$ cat config.mk
export PLATFORM = sky130hd
export DESIGN_NAME = mult_seq_ctrl_flat
export DESIGN_NICKNAME = d
export VERILOG_FILES = /design/src/rtl/mult_seq_ctrl_if.sv /design/src/rtl/mult_seq_ctrl.sv /design/src/flat_wrapper.sv
export SDC_FILE = /design/constraint.sdc
export NUM_CORES = 1
export LEC_CHECK = 0
export CAP_MARGIN = 15
export CORE_AREA = 3 3 248 250
export DETAILED_ROUTE_END_ITERATION = 8
export DIE_AREA = 0 0 251 253
export GPL_ROUTABILITY_DRIVEN = 0
export GPL_TIMING_DRIVEN = 1
export SLEW_MARGIN = 20
export SYNTH_ARGS = -nofsm -noshare
export SYNTH_HDL_FRONTEND = slang
export SYNTH_SLANG_ARGS = --single-unit
export TNS_END_PERCENT = 50
$ cat constraint.sdc
create_clock -name clk -period 2.7 [get_ports clk]
set_input_delay 0.27 -clock clk [delete_from_list [all_inputs] [get_ports clk]]
set_output_delay 0.27 -clock clk [all_outputs]
set_load 0.05 [all_outputs]
$ cat src/rtl/mult_seq_ctrl_if.sv
// Handshake and multiplier-array bundle for mult_seq_ctrl.
// The slave modport is the sequencer side; the master side drives jobs and operands and supplies products.
interface mult_seq_ctrl_if #(
  parameter int DATA_WIDTH = 16,
  parameter int INPUT_NUM  = 6,
  parameter int ACC_WIDTH  = 40,
  parameter int LEN_WIDTH  = 10
) ();
  logic                              start;
  logic [LEN_WIDTH-1:0]              vec_len;
  logic                              busy;
  logic                              in_valid;
  logic                              in_ready;
  logic [DATA_WIDTH*INPUT_NUM-1:0]   in_data;
  logic [DATA_WIDTH*INPUT_NUM-1:0]   in_weight;
  logic [DATA_WIDTH*INPUT_NUM-1:0]   mult_a;
  logic [DATA_WIDTH*INPUT_NUM-1:0]   mult_b;
  logic [2*DATA_WIDTH*INPUT_NUM-1:0] mult_p;
  logic                              out_valid;
  logic                              out_ready;
  logic [ACC_WIDTH-1:0]              out_data;

  modport slave (
    input  start, vec_len, in_valid, in_data, in_weight, mult_p, out_ready,
    output busy, in_ready, mult_a, mult_b, out_valid, out_data
  );

  modport master (
    output start, vec_len, in_valid, in_data, in_weight, mult_p, out_ready,
    input  busy, in_ready, mult_a, mult_b, out_valid, out_data
  );
endinterface

$ cat src/rtl/mult_seq_ctrl.sv
// Dot-product sequencer for an external combinational multiplier array:
// registers operands, reduces lane products per beat and accumulates one result per job.
module mult_seq_ctrl #(
  parameter int DATA_WIDTH = 16,
  parameter int INPUT_NUM  = 6,
  parameter int ACC_WIDTH  = 40,
  parameter int LEN_WIDTH  = 10
) (
  input  logic             clk,
  input  logic             rst_n,
  mult_seq_ctrl_if.slave   bus
);
  localparam int PROD_W = 2*DATA_WIDTH;
  localparam int PSUM_W = 2*DATA_WIDTH + $clog2(INPUT_NUM);
  localparam int LANE_W = DATA_WIDTH*INPUT_NUM;

  typedef enum logic [1:0] {IDLE, RUN, DRAIN, DONE} state_t;

  state_t                  state, state_nxt;
  logic [LEN_WIDTH-1:0]    remaining;
  logic [LANE_W-1:0]       opa_p1, opb_p1;
  logic                    vld_p1, vld_p2;
  logic [PSUM_W-1:0]       psum_p2;
  logic [ACC_WIDTH-1:0]    acc_p3;
  logic                    accept;
  logic                    busy, in_ready, out_valid;

  function automatic logic [PSUM_W-1:0] lane_sum(input logic [PROD_W*INPUT_NUM-1:0] p);
    logic [PSUM_W-1:0] s;
    s = '0;
    for (int i = 0; i < INPUT_NUM; i++)
      s = s + PSUM_W'(p[PROD_W*i +: PROD_W]);
    return s;
  endfunction

  // Modular accumulate: overflow wraps silently.
  function automatic logic [ACC_WIDTH-1:0] wrap_add(input logic [ACC_WIDTH-1:0] a,
                                                    input logic [PSUM_W-1:0]    b);
    return a + ACC_WIDTH'(b);
  endfunction

  assign accept = bus.in_valid && in_ready;

  always_comb begin
    state_nxt = state;
    busy      = (state != IDLE);
    in_ready  = 1'b0;
    out_valid = 1'b0;
    case (state)
      IDLE: begin
        if (bus.start)
          state_nxt = (bus.vec_len != '0) ? RUN : DONE;
      end
      RUN: begin
        in_ready = (remaining != '0);
        if (accept && remaining == LEN_WIDTH'(1))
          state_nxt = DRAIN;
      end
      // The last beat sits in stage 1 for one cycle; once it moves on, the final add lands this edge.
      DRAIN: begin
        if (!vld_p1)
          state_nxt = DONE;
      end
      DONE: begin
        out_valid = 1'b1;
        if (bus.out_ready)
          state_nxt = IDLE;
      end
      default: state_nxt = IDLE;
    endcase
  end

  always_ff @(posedge clk or negedge rst_n) begin
    if (!rst_n) begin
      state     <= IDLE;
      remaining <= '0;
      opa_p1    <= '0;
      opb_p1    <= '0;
      vld_p1    <= 1'b0;
      psum_p2   <= '0;
      vld_p2    <= 1'b0;
      acc_p3    <= '0;
    end else begin
      state <= state_nxt;
      if (state == IDLE && bus.start)
        remaining <= bus.vec_len;
      else if (accept)
        remaining <= remaining - LEN_WIDTH'(1);
      // S1: operand registers feed the multiplier array
      vld_p1 <= accept;
      if (accept) begin
        opa_p1 <= bus.in_data;
        opb_p1 <= bus.in_weight;
      end
      // S2: reduce lane products of the beat launched last cycle
      vld_p2 <= vld_p1;
      if (vld_p1)
        psum_p2 <= lane_sum(bus.mult_p);
      // S3: accumulate; a new job clears the accumulator
      if (state == IDLE && bus.start)
        acc_p3 <= '0;
      else if (vld_p2)
        acc_p3 <= wrap_add(acc_p3, psum_p2);
    end
  end

  assign bus.busy      = busy;
  assign bus.in_ready  = in_ready;
  assign bus.out_valid = out_valid;
  assign bus.out_data  = acc_p3;
  assign bus.mult_a    = opa_p1;
  assign bus.mult_b    = opb_p1;
endmodule

$ cat src/flat_wrapper.sv
// flat-port wrapper written by rule: the top's interface ports become plain ports
module mult_seq_ctrl_flat 
#(
  parameter int DATA_WIDTH = 16,
  parameter int INPUT_NUM  = 6,
  parameter int ACC_WIDTH  = 40,
  parameter int LEN_WIDTH  = 10
)
  (clk, rst_n, bus_start, bus_vec_len, bus_in_valid, bus_in_data, bus_in_weight, bus_mult_p, bus_out_ready, bus_busy, bus_in_ready, bus_mult_a, bus_mult_b, bus_out_valid, bus_out_data);
  mult_seq_ctrl_if #(.DATA_WIDTH(DATA_WIDTH), .INPUT_NUM(INPUT_NUM), .ACC_WIDTH(ACC_WIDTH), .LEN_WIDTH(LEN_WIDTH)) bus_i ();
  input  logic clk;
  input  logic rst_n;
  input wire logic [$bits(bus_i.start)-1:0] bus_start;
  input wire logic [$bits(bus_i.vec_len)-1:0] bus_vec_len;
  input wire logic [$bits(bus_i.in_valid)-1:0] bus_in_valid;
  input wire logic [$bits(bus_i.in_data)-1:0] bus_in_data;
  input wire logic [$bits(bus_i.in_weight)-1:0] bus_in_weight;
  input wire logic [$bits(bus_i.mult_p)-1:0] bus_mult_p;
  input wire logic [$bits(bus_i.out_ready)-1:0] bus_out_ready;
  output wire logic [$bits(bus_i.busy)-1:0] bus_busy;
  output wire logic [$bits(bus_i.in_ready)-1:0] bus_in_ready;
  output wire logic [$bits(bus_i.mult_a)-1:0] bus_mult_a;
  output wire logic [$bits(bus_i.mult_b)-1:0] bus_mult_b;
  output wire logic [$bits(bus_i.out_valid)-1:0] bus_out_valid;
  output wire logic [$bits(bus_i.out_data)-1:0] bus_out_data;
  assign bus_i.start = bus_start;
  assign bus_i.vec_len = bus_vec_len;
  assign bus_i.in_valid = bus_in_valid;
  assign bus_i.in_data = bus_in_data;
  assign bus_i.in_weight = bus_in_weight;
  assign bus_i.mult_p = bus_mult_p;
  assign bus_i.out_ready = bus_out_ready;
  assign bus_busy = bus_i.busy;
  assign bus_in_ready = bus_i.in_ready;
  assign bus_mult_a = bus_i.mult_a;
  assign bus_mult_b = bus_i.mult_b;
  assign bus_out_valid = bus_i.out_valid;
  assign bus_out_data = bus_i.out_data;
  mult_seq_ctrl #(.DATA_WIDTH(DATA_WIDTH), .INPUT_NUM(INPUT_NUM), .ACC_WIDTH(ACC_WIDTH), .LEN_WIDTH(LEN_WIDTH)) u_core (.clk(clk), .rst_n(rst_n), .bus(bus_i));
endmodule
==> qor.csv <==
stage;metric;value;unit
synthesis;yosys.area.top_type_share;0.372;
place;port_buffers;633;
worst_setup_path;critical_path.startpoint_type;primary input;
power;p_switching;0.0199;W
global_route;grtUsageTotal;0.213;
synthesis;synth-edff-count;0;
detailed_routing;routedWlPerCell;18.5;um
sta;slew_violations;0;
clocking;insertion_delay;0.58;ns
power;swShare;0.480;
power;ir_drop;0.695;mV
worst_setup_path;arrival;5.71;ns
run_status;status;complete, but fails checks;
sta;setup_tns;-63.89;ns
power;intPower;0.0216;W
floorplan;dieWidth;251;um
detailed_routing;viasPerCell;4.83;
synthesis;synth_top_area_cell;dfrtp_1;
clocking;cts_sinks;281;
layout;drive_gt1_frac;0.193;
power;comb_power_share;0.718;
power;p_clk_frac;0.104;
layout;area_growth;61.4;%
worst_setup_path;worst_r2r_path_depth;11;
global_route;antenna_found_initial;10;
synthesis;synth_cells;2164;
synthesis;syn-num-nets;2772;
detailed_routing;ant_nets;0;
sta;fin_ws;-2.57;ns
floorplan;fp-row-count;89;
synthesis;ys_ff_latch;281;
layout;fin_nets;3640;
detailed_routing;num_vias;18500;
worst_setup_path;endpoint_kind;flip-flop;
clocking;cts_root_buf;clkbuf_16;
synthesis;async_reset_ff_frac;1.00;
floorplan;ioPinCount;634;
sta;setup_viol;43;
floorplan;initial_utilization;0.319;
place;dp.final_hpwl;56.0;mm
floorplan;core;0.0592;mm^2
worst_setup_path;reg2reg_to;u_core.bus.out_data[34]$_DFFE_PN0P_;
sta;fin_crit_sh;1.95;
detailed_routing;routed_wl;70.9;mm
detailed_routing;drc;0;
place;dpl_worst_slack;-3.73;ns
clocking;cts_tree;yes;
job;drv_cap;0;
worst_setup_path;rrSetupSlack;-0.26;ns
global_route;grt_max_degree;111;
sta;tightest_slew;0.686;ns
synthesis;avgSynthCellArea;8.73;um^2
floorplan;fp.dieArea;0.0635;mm^2
detailed_routing;dr.pass1.iters;5;
layout;final_common_cell;nand2_1;
floorplan;die_h;253;um
power;power;0.0415;W
synthesis;synthFlopType;dfrtp_1;
global_route;grt_pass1_wl;107;mm
worst_setup_path;critPathKind;in2reg;
clocking;cts_max_path_buffers;3;
power;p_leak;14.4;nW
sta;clock_skew;0.0354;ns
worst_setup_path;worstPathRequired;3.14;ns
sta;fmax;0.190;GHz
sta;max_slew_margin;0.541;
clocking;cts_buffers;30;
power;power_density;1360;mW/mm^2
clocking;h-tree-depth;1;
global_route;grt-ovfl-total;0;
worst_setup_path;rr_startpoint;u_core.bus.out_data[0]$_DFFE_PN0P_;
worst_setup_path;crit_fanout;4;
power;pwr-share-seq;0.178;
synthesis;synth_area_leaders;dfrtp_1, nand2_1, fa_1;
synthesis;ys_seq_area_frac;0.372;
worst_hold_path;min_path_type;in2async;
sta;fin_crit;5.27;ns
synthesis;synth_area;0.0189;mm^2
clocking;clk_pin_slew_worst_paths;0.07;ns
sta;whs;0.202;ns
synthesis;synth_cell_type_count;80;
layout;mostFrequentLayoutCells;nand2_1, clkdlybuf4s50_1, dfrtp_1, buf_4, inv_1;
detailed_routing;drt_iter0_markers;1186;
global_route;grt_pass1_vias;19000;
run_status;failed_checks;setup timing;
synthesis;yosys_warnings;0;
sta;finalHoldViolations;0;
sta;rsz0062_at_grt;yes;
==> worst max-delay path by stage <==
stage,start,endpoint,slack (ns),depth (start not counted)
2_1_floorplan,bus_mult_p[0],u_core.psum_p2[33]$_DFFE_PN0P_,-2.72,25
3_3_place_gp,bus_mult_p[0],u_core.psum_p2[33]$_DFFE_PN0P_,-3.69,27
3_5_place_dp,bus_mult_p[0],u_core.psum_p2[33]$_DFFE_PN0P_,-3.73,26
4_1_cts,bus_mult_p[33],u_core.psum_p2[30]$_DFFE_PN0P_,-2.65,23
5_1_grt,bus_mult_p[32],u_core.psum_p2[30]$_DFFE_PN0P_,-2.75,28
6_report,bus_mult_p[9],u_core.psum_p2[30]$_DFFE_PN0P_,-2.57,26
==> per-stage QoR <==
stage / utilization / instances / instance area [um^2]
after floorplan: - / 2164 / 19200
after detailed placement: 0.475 / 3738 / 28100
final: 0.515 / 3834 / 30500
after global placement: 0.475 / 3738 / 28100
after CTS: 0.506 / 3818 / 30000
after global routing: 0.515 / 3833 / 30500
==> flip-flops by register name, summed over array words and instances (netlist names) <==
register / count
u_core.bus.mult_a: 96
u_core.vld_p1: 1
u_core.state: 2
u_core.bus.out_data: 40
u_core.psum_p2: 35
u_core.vld_p2: 1
u_core.remaining: 10
u_core.bus.mult_b: 96
==> area by class of cell <==
class	instances	area, um^2
Multi-Input combinational cell	1605	12100
Timing Repair Buffer	921	8670
Sequential cell	281	7030
Fill cell	5465	28700
Tap cell	773	967
Antenna cell	6	15.0
Clock buffer	42	856
Clock inverter	13	164
Inverter	193	729
==> cells by family after synthesis <==
family / share of synthesized area
XOR/XNOR: 0.0361
multiplexers: 0.0238
adder cells (fa/ha/maj): 0.177
flip-flops: 0.372
AND/OR/NAND/NOR: 0.201
buffers and inverters: 0.0594
AO/OA/AOI/OAI: 0.130
==> what timing repair did <==
action                                  CTS  global route
setup buffers                            24            11
gates cloned                              0             0
hold buffers                              1             0
endpoints found under the setup margin   52            55
hold endpoints to repair                 53             0
gates resized for setup                 190            90
pin swaps                               149           105
==> worst max-delay path: stages <==
cell	delay [ns]
dlygate4sd2_1	0.26
ha_4	0.27
and4_4	0.22
nand3_1	0.13
a21oi_4	0.05
o41ai_2	0.31
buf_4	0.20
buf_6	0.10
nand2_4	0.05
a21o_1	0.20
a21oi_2	0.18
xnor2_2	0.14
fa_1	0.46
fa_1	0.55
inv_1	0.05
fa_1	0.50
inv_2	0.05
ha_4	0.24
nand2_4	0.07
o21ai_4	0.07
o41ai_4	0.35
o211a_1	0.22
o21a_1	0.22
o31ai_4	0.09
xor2_1	0.17
mux2_4	0.26
==> Yosys cell counts, types with 4 or more instances <==
master	number
inv_1	190
o31ai_1	8
a221oi_1	4
buf_1	6
a21o_1	56
nand4_1	22
clkbuf_1	62
mux2i_1	19
o211ai_1	8
o21ai_0	60
nor2_1	76
nor4_1	6
a41oi_1	4
nand2b_1	12
o221ai_1	4
o31a_1	8
o21ai_1	7
xor2_1	29
a31oi_1	7
a21boi_0	4
or3_1	7
a221o_1	6
and2_1	12
ha_1	111
buf_2	6
nor3_1	28
nor2b_1	7
nand2_1	673
a211oi_1	16
and3_1	17
fa_1	98
o21a_1	21
buf_6	4
xnor2_1	49
nand3_1	24
and4_1	7
o21bai_1	12
a21oi_1	102
mux2_2	23
dfrtp_1	281
==> power by group through the flow <==
stage	clock, W	combinational, W	sequential, W
after floorplan	0	0.0119	0.0123
after global placement	0	0.0265	0.00732
after detailed placement	0	0.0269	0.00741
after CTS	0.00442	0.0288	0.00737
after global routing	0.00459	0.0321	0.00761
final	0.00429	0.0298	0.00739
==> layer usage <==
layer / wire [um] / share of wire / global-route usage
met4: 2120 / 0.030 / 0.0600
met3: 3770 / 0.053 / 0.0367
met5: 23 / 0.00032 / 0
met1: 29800 / 0.42 / 0.278
met2: 35100 / 0.50 / 0.366
Power figures use the tool's default switching activity.
